$ cat config.mk
export PLATFORM = sky130hd
export DESIGN_NAME = cache_mem_arbiter
export DESIGN_NICKNAME = d
export VERILOG_FILES = /design/src/rtl/cpu_types_pkg.sv /design/src/rtl/arb_streak_counter.sv /design/src/rtl/cache_mem_arbiter.sv
export SDC_FILE = /design/constraint.sdc
export NUM_CORES = 1
export LEC_CHECK = 0
export CAP_MARGIN = 0
export CORE_AREA = 2 2 104 106
export DETAILED_ROUTE_END_ITERATION = 10
export DIE_AREA = 0 0 106 108
export DONT_BUFFER_PORTS = 1
export PLACE_DENSITY = 0.3
export SYNTH_ARGS = -nofsm -noshare
export SYNTH_HDL_FRONTEND = slang
export SYNTH_HIERARCHICAL = 1
export SYNTH_SLANG_ARGS = --single-unit
$ cat constraint.sdc
create_clock -name CLK -period 5.46 [get_ports CLK]
set_input_delay 1.092 -clock CLK [delete_from_list [all_inputs] [get_ports CLK]]
set_output_delay 1.092 -clock CLK [all_outputs]
set_load 0.1 [all_outputs]
$ cat src/rtl/cpu_types_pkg.sv
// Shared CPU memory-side types: bus word, RAM status and the RAM arbiter state.
package cpu_types_pkg;

   typedef logic [31:0] word_t;

   typedef enum logic [1:0] {
      FREE   = 2'd0,
      BUSY   = 2'd1,
      ACCESS = 2'd2,
      ERROR  = 2'd3
   } ramstate_t;

   typedef enum logic [1:0] {
      IDLE   = 2'd0,
      IGRANT = 2'd1,
      DGRANT = 2'd2
   } arbstate_t;

   localparam int unsigned STREAK_W = 4;

endpackage

$ cat src/rtl/arb_streak_counter.sv
// Saturating up-counter with synchronous clear; clear wins over increment.
module arb_streak_counter #(
   parameter int unsigned Width  = 4,
   parameter int unsigned MaxVal = 4
) (
   input  logic             clk_i,
   input  logic             rst_ni,
   input  logic             clr_i,
   input  logic             inc_i,
   output logic [Width-1:0] count_o
);

   logic [Width-1:0] count_q, count_d;

   always_comb begin
      count_d = count_q;
      if (clr_i) begin
         count_d = '0;
      end else if (inc_i && (count_q != Width'(MaxVal))) begin
         count_d = count_q + Width'(1);
      end
   end

   always_ff @(posedge clk_i or negedge rst_ni) begin
      if (!rst_ni) begin
         count_q <= '0;
      end else begin
         count_q <= count_d;
      end
   end

   assign count_o = count_q;

endmodule

$ cat src/rtl/cache_mem_arbiter.sv
// Shares the single RAM port between icache and dcache, dcache first with bounded icache starvation.
// Define ARB_STATS_EN to add the igrant_cnt/dgrant_cnt completed-transaction counters.
module cache_mem_arbiter
   import cpu_types_pkg::*;
#(
   parameter int unsigned MAX_DSTREAK = 4
) (
   input  logic        CLK,
   input  logic        nRST,
   input  logic        iREN,
   input  logic [31:0] iaddr,
   output logic        iwait,
   output logic [31:0] iload,
   input  logic        dREN,
   input  logic        dWEN,
   input  logic [31:0] daddr,
   input  logic [31:0] dstore,
   output logic        dwait,
   output logic [31:0] dload,
   output logic        ramREN,
   output logic        ramWEN,
   output logic [31:0] ramaddr,
   output logic [31:0] ramstore,
   input  logic [31:0] ramload,
   input  logic [1:0]  ramstate,
   output logic        arb_err
`ifdef ARB_STATS_EN
   ,
   output logic [31:0] igrant_cnt,
   output logic [31:0] dgrant_cnt
`endif
);

   arbstate_t           state_q, state_d;
   ramstate_t           rs;
   logic [STREAK_W-1:0] streak;
   logic                i_done, d_done;

   assign rs    = ramstate_t'(ramstate);
   assign iload = ramload;
   assign dload = ramload;

   always_comb begin
      state_d  = state_q;
      ramREN   = 1'b0;
      ramWEN   = 1'b0;
      ramaddr  = '0;
      ramstore = '0;
      iwait    = 1'b1;
      dwait    = 1'b1;
      arb_err  = 1'b0;
      i_done   = 1'b0;
      d_done   = 1'b0;
      unique case (state_q)
         IDLE: begin
            if (iREN && (streak == STREAK_W'(MAX_DSTREAK))) begin
               state_d = IGRANT;
            end else if (dREN || dWEN) begin
               state_d = DGRANT;
            end else if (iREN) begin
               state_d = IGRANT;
            end
         end
         DGRANT: begin
            ramaddr  = daddr;
            ramstore = dstore;
            if (!(dREN || dWEN)) begin
               state_d = IDLE;
            end else begin
               // A write wins when both enables are raised.
               ramWEN  = dWEN;
               ramREN  = dREN & ~dWEN;
               arb_err = (rs == ERROR);
               if (rs == ACCESS) begin
                  dwait   = 1'b0;
                  d_done  = 1'b1;
                  state_d = IDLE;
               end
            end
         end
         IGRANT: begin
            ramaddr = iaddr;
            if (!iREN) begin
               state_d = IDLE;
            end else begin
               ramREN  = 1'b1;
               arb_err = (rs == ERROR);
               if (rs == ACCESS) begin
                  iwait   = 1'b0;
                  i_done  = 1'b1;
                  state_d = IDLE;
               end
            end
         end
         default: state_d = IDLE;
      endcase
   end

   always_ff @(posedge CLK or negedge nRST) begin
      if (!nRST) begin
         state_q <= IDLE;
      end else begin
         state_q <= state_d;
      end
   end

   // Counts dcache completions that overtook a waiting icache fetch.
   arb_streak_counter #(
      .Width  (STREAK_W),
      .MaxVal (MAX_DSTREAK)
   ) u_streak (
      .clk_i   (CLK),
      .rst_ni  (nRST),
      .clr_i   (~iREN | i_done),
      .inc_i   (d_done & iREN),
      .count_o (streak)
   );

`ifdef ARB_STATS_EN
   logic [31:0] igrant_q, dgrant_q;

   always_ff @(posedge CLK or negedge nRST) begin
      if (!nRST) begin
         igrant_q <= '0;
         dgrant_q <= '0;
      end else begin
         if (i_done) igrant_q <= igrant_q + 32'd1;
         if (d_done) dgrant_q <= dgrant_q + 32'd1;
      end
   end

   assign igrant_cnt = igrant_q;
   assign dgrant_cnt = dgrant_q;
`endif

endmodule
==> results of run 1 <==
placed cells by master (no fill, tap or decap), types with 2 or more instances in the layout:
cell / synthesis / layout
nor2b_2: 1 / 33
and2_1: 33 / 33
a22oi_1: 32 / 32
inv_1: 7 / 7
dfrtp_1: 6 / 6
nand2_1: 5 / 5
ha_1: 6 / 5
nor2_1: 3 / 3
clkbuf_8: 0 / 3
a21boi_2: 1 / 2
nor2b_1: 34 / 2
a2111oi_2: 2 / 2
a211o_1: 2 / 2
buf_4: 64 / 2
nand2b_1: 2 / 2
registers in the layout, indices dropped and copies added, names as in the netlist:
signal,flops
state_q,2
u_streak/count_o,4
cells by family after synthesis:
logic type	Yosys count
and+or+nand+nor	87
AOI/OAI and AO/OA	44
adders and majority gates	6
buffers and inverters	85
muxes	2
DFF	6
cell usage after synthesis, drive strengths merged (2+ instances only):
library cell  instances
a2111oi               3
a211o                 2
a21boi                2
a22oi                32
and2                 33
buf                  70
clkbuf                8
dfrtp                 6
ha                    6
inv                   7
nand2                 5
nand2b                2
nor2                  3
nor2b                35
o21ai                 2
layout make-up:
class | count | area, sq um | area share [%]
sequential | 6 | 150.1 | 10.20
clock buffer | 3 | 41.29 | 2.806
inverter | 7 | 26.28 | 1.786
timing repair buffer | 2 | 15.01 | 1.020
tap | 136 | 170.2 | 11.56
multi-input combinational | 139 | 1069 | 72.62
through the flow:
stage               std cells  hold slack (ps)  setup WS, ps  util (%)  instance area, sq um
global placement          290            542.2          1764     13.98                  1430
floorplan                 230            512.4         942.3         -                  1698
detailed placement        290            542.4          1713     13.98                  1430
CTS                       293            550.4          1469     14.38                  1471
finish                    293            545.2          1550     14.38                  1471
global route              293            551.4          1310     14.38                  1471
power by group:
group / total [uW] / switching (uW) / internal, uW
clock: 68.0 / 20.5 / 47.5
sequential: 56.6 / 6.13 / 50.5
combinational: 1560 / 1360 / 197
critical path: cells and delay by family, from the launching register on:
family / cells / cell delay (ps)
AOI/OAI and AO/OA: 1 / 240
adders and majority gates: 1 / 930
buffers and inverters: 1 / 130
DFF: 1 / 400
and+or+nand+nor: 1 / 880
metal layers:
| metal | GRT usage [%] | vias up | share of wire, % |
|---|---|---|---|
| li1 | - | 567 | - |
| met1 | 8.364 | 557 | 35 |
| met2 | 15.35 | 121 | 53 |
| met3 | 1.929 | 33 | 9.8 |
| met4 | 4.041 | 0 | 3.1 |
| met5 | 0 | - | 0 |
worst max path at each step:
stage	to
after global placement	ramaddr[6]
after global routing	ramaddr[25]
after CTS	ramaddr[6]
after detailed placement	ramaddr[6]
final	ramaddr[6]
after floorplan	ramREN
==> summary.md, run 1 <==
| Metric | Value |
|---|---|
| Hold Path Class | reg2reg |
| PnR Total Power | between 1500 and 2000 uW |
| Fmax | between 200 and 300 MHz |
| H-tree levels | 1 |
| Fillers | 1,164 |
| Pin count of the biggest net entering global routing | 69 |
| Syn nets | around 370 |
| Wire length per cell | around 19 um |
| Worst-Margin Slew | roughly 1100 ps |
| Xor/xnor share of the synthesized area | 0% |
| Post-synthesis sequential area ratio | a little under 9% |
| FF-to-FF End | u_streak/count_o[0] |
| Adder-Cell Fraction of Synth Area | about 4.4% |
| Max Buffers Root-to-Sink | 2 |
| Pwr dens | 1146 nW/um^2 |
| Drt pass-1 iters | 4 |
| Nets | 300 |
| Worst setup startpoint | state_q[0] |
| Crit-path max cell delay | slightly above 900 ps |
| Initial core utilization | about 17% |
| Initial antenna violation count | 0 |
| Core area | 10,230 sq um |
| Hold bufs inserted after CTS | 0 |
| Top post-synthesis cells by area | buf_4 28%, a22oi_1 14%, nor2b_1 13%, and2_1 12%, dfrtp_1 8.8% |
| GRT overflow | 0 |
| Die area | between 10,000 and 15,000 sq um |
| Max-Cap Viols | 0 |
| Detail Route Antenna Nets | 0 |
| Global-route wire length before repair | about 7.2 mm |
| RR Startpoint | state_q[1] |
| RSZ-0062 raised after global routing | false |
| Final setup viols | 0 |
| Vias in the first global route | approximately 1,200 |
| FF-to-FF path depth | 7 |
| Post-synthesis instance total | 230 |
| Share of layout cells above drive strength 1 | between 20% and 30% |
| Die H | 108 um |
| Mux contribution to synthesized area | approximately 1.3% |
| Top_reg_cell synth | dfrtp_1 |
| Simple-gate share of the synthesized area | approximately a third |
| Row count | 37 |
| Crit path DAT | about 2800 ps |
| Critical Path RT | 4370 ps |
| CTS root buffer | clkbuf_8 |
| Peak supply drop | 287.2 uV |
| TritonCTS clock tree | yes |
| Number of synthesized flops with an enable pin | 0 |
| Clock-pin slew on the worst setup and hold paths | approximately 40 ps |
| Netlist Area Pre-Place | 1698 sq um |
| Hold Crit Endpoint | state_q[0] |
| Status | finished clean |
| R2r setup slk | ~2600 ps |
| Hold Crit Start | state_q[0] |
| Die Wd | between 100 and 150 um |
| Final wirelength | around 5.4 mm |
| Async SR Flop Fraction | between 90% and 100% |
| Leak | between 0.0004 and 0.0005 uW |
| Layout area overhead | -13.34% |
| Num CTS Buffers | 3 |
| Total number of vias | between 1,000 and 1,500 |
| Number of gates resized after cts | 0 |
| Antenna cells | 0 |
| Tot GR Track Use | slightly above 8% |
| Pins Over Slew Limit | 0 |
| I/O pins | ~270 |
| #FFs+latches synth | 6 |
| Fin. Hold Viols | 0 |
| Compound-gate portion of the synthesized area | slightly above 20% |
| RePlAce Congestion | roughly 0.7 |
| Setup TNS | 0 ps |
| CP Max Fanout | about 70 |
| Worst setup EP type | primary output |
| Cell taking the most area after synthesis | buf_4 |
| Setup Buffers After CTS | 0 |
| Worst path slowest cell | ha_2 |
| Post-DR vias/cell | about 4.4 |
| Mapped Avg Cell Area | roughly 7.4 sq um |
| Library cells used by synthesis | 35 |
| Final min period | slightly below 4000 ps |
| Slew margin rel. | 27.31% |
| Combinational family with the most area after synthesis | buffers and inverters |
| Port Buffer Count | 0 |
| Clock sinks | 6 |
| Ys Warns | 6 |
| Worst hold stages | 1 |
| CP Launch Type | register |
| Post-synth top area share | 28.30% |
| Worst-skew pair later-pin latency | 220 ps |
| Initial DRC count | 32 |
| Cells along the critical path | inv_1, ha_2, a22oi_1, nor2b_2 |
| Clk_skew | between 3 and 4 ps |
| Tcrit/Tclk final | ~72% |
| Remaining DRCs | 0 |
| Dpl hpwl | roughly 4.5 mm |
| Crit Path Category | reg2out |
No activity file was read; power rests on OpenSTA's default activity.
==> run 2, diff against run 1 <==
==> constraint.sdc (replaced) <==
create_clock -name CLK -period 3.4 [get_ports CLK]
set_input_delay 0.68 -clock CLK [delete_from_list [all_inputs] [get_ports CLK]]
set_output_delay 0.68 -clock CLK [all_outputs]
set_load 0.1 [all_outputs]
==> run 2 against run 1 <==
Core utilization grew 5.4 points. Combinational power grew 86%. Flip-flop and latch count is the same. Clock power grew 56%. Final area grew 38%. First-iteration DRC count grew 22%. Wire length grew 6.3%. Worst hold slack lost 390 ps. Sequential power grew 61%. Sequential share of layout area shrank 2.8 points. Final cell count grew 24%. Critical path type unchanged. Critical endpoint is now ramaddr[14]. Largest cell class unchanged.
==> summary.md, run 2 (synthesized netlist as in run 1, its figures left out) <==
| Metric | Value |
|---|---|
| Status | finished clean |
| CTS root buffer | clkbuf_8 |
| Crit path DAT | around 2100 ps |
| Max-Cap Viols | 0 |
| Setup Buffers After CTS | 0 |
| Antenna cells | 0 |
| Slew margin rel. | about two fifths |
| Final wirelength | between 5 and 6 mm |
| Die area | between 10,000 and 15,000 sq um |
| CP Depth | 6 |
| Crit Path Category | reg2out |
| Fillers | 1,147 |
| Worst-skew pair later-pin latency | 220 ps |
| FF-to-FF path depth | 6 |
| CP Max Fanout | 35 |
| Clk_skew | ~2.2 ps |
| Leading cell type in the layout, fill and taps excluded | buf_4 |
| Largest register FFs | 4 |
| H-tree levels | 1 |
| Fmax | 361.5 MHz |
| Number of gates resized after cts | 0 |
| Initial antenna violation count | 0 |
| Buffers and inverters on the worst path | 3 |
| Most frequent cells in the layout | 68 x buf_4, 33 x nor2b_2, 33 x and2_1 |
| Pins Over Slew Limit | 0 |
| M2 GR Usage | about 18% |
| Critical Path RT | approximately 2700 ps |
| Die Wd | ~110 um |
| Row count | 37 |
| Peak supply drop | 509.5 uV |
| Max Buffers Root-to-Sink | 2 |
| Area after DPL | 1986 sq um |
| Final setup viols | 0 |
| Leak | around 0.00086 uW |
| Hold bufs inserted after CTS | 0 |
| Tot GR Track Use | around 8.6% |
| TritonCTS clock tree | yes |
| Most Used Layer, Global Route | met2 |
| Share of layout cells above drive strength 1 | around half |
| Worst-Margin Slew | 892.5 ps |
| R2r setup slk | ~1200 ps |
| Drt pass-1 iters | 4 |
| Setup TNS | 0 ps |
| Largest delay share family, worst path | buffers and inverters |
| GRT overflow | 0 |
| Global-route wire length before repair | 7.741 mm |
| GR met1 Demand/Resource | 8.406% |
| Final Cell Area | between 2000 and 2500 sq um |
| Nets | 369 |
| Tcrit/Tclk final | roughly four fifths |
| Total number of vias | 1,535 |
| RePlAce Congestion | 0.7041 |
| Pin count of the biggest net entering global routing | 36 |
| FF+latch area | ~150 sq um |
| Clock sinks | 6 |
| Die H | ~110 um |
| RSZ-0062 raised after global routing | false |
| FF-to-FF End | u_streak/count_o[0] |
| Multi-input gate area | roughly 1100 sq um |
| RR Startpoint | state_q[0] |
| Crit-path max cell delay | 520 ps |
| Wire length per cell | 15.93 um |
| Clock-pin slew on the worst setup and hold paths | 40 ps |
| Critical Path End | ramaddr[14] |
| I/O pins | between 200 and 300 |
| Initial DRC count | 39 |
| Hold Path Class | in2async |
| Cells along the critical path | inv_1, ha_2, buf_12, a22oi_1, nor2b_2, buf_4 |
| Fin. Hold Viols | 0 |
| Worst setup EP type | primary output |
| Detail Route Antenna Nets | 0 |
| Worst setup startpoint | state_q[0] |
| Layout area overhead | 19.38% |
| Final min period | between 2000 and 3000 ps |
| Dpl hpwl | 4.863 mm |
| Core area | around 10,000 sq um |
| Vias in the first global route | roughly 1,500 |
| Pwr dens | 1528 nW/um^2 |
| Port Buffer Count | 0 |
| CP Launch Type | register |
| Post-DR vias/cell | around 4.2 |
| Initial core utilization | 16.60% |
| Num CTS Buffers | 3 |
| Worst path slowest cell | ha_2 |
| Grt met3 use | ~1.5% |
| Remaining DRCs | 0 |
run 2: cell count changes in the layout (fill, tap and decap cells not counted), sizes merged:
cell  previous run  this run
buf              2        71
run 2: cell type report:
| cell class | count | area share [%] |
|---|---|---|
| multi-input combinational | 139 | 52.72 |
| inverter | 7 | 1.296 |
| sequential | 6 | 7.407 |
| clock buffer | 3 | 2.037 |
| timing repair buffer | 71 | 28.15 |
| tap | 136 | 8.395 |
run 2: power breakdown:
| part | internal [uW] | switching [uW] |
|---|---|---|
| Sequential | 81.1 | 10.3 |
| Combinational | 644 | 2250 |
| Clock | 76.1 | 30.4 |
run 2: per-stage QoR:
| stage | worst slack, ps | hold slack (ps) | instances | power, uW | utilization, % |
|---|---|---|---|---|---|
| final | 633.6 | 154.1 | 362 | 3097 | 19.81 |
| after CTS | 579.8 | 148.9 | 362 | 3137 | 19.81 |
| after detailed placement | 826.4 | 384.6 | 359 | 3025 | 19.41 |
| after global routing | 451.9 | 139.5 | 362 | 3209 | 19.81 |
| after floorplan | 200.0 | 384.4 | 230 | 2758 | - |
| after global placement | 879.6 | 384.6 | 359 | 3010 | 19.41 |
run 2: worst min-delay path by stage:
stage / end
2_1_floorplan: state_q[0]
3_3_place_gp: u_streak/count_o[0]
3_5_place_dp: u_streak/count_o[0]
4_1_cts: u_streak/count_o[0]
5_1_grt: u_streak/count_o[0]
6_report: u_streak/count_o[0]
run 2: routing by layer:
metal,up-vias,wire (um)
met2,127,3166
li1,704,-
met3,26,508
met5,-,0
met4,0,142
met1,678,1948
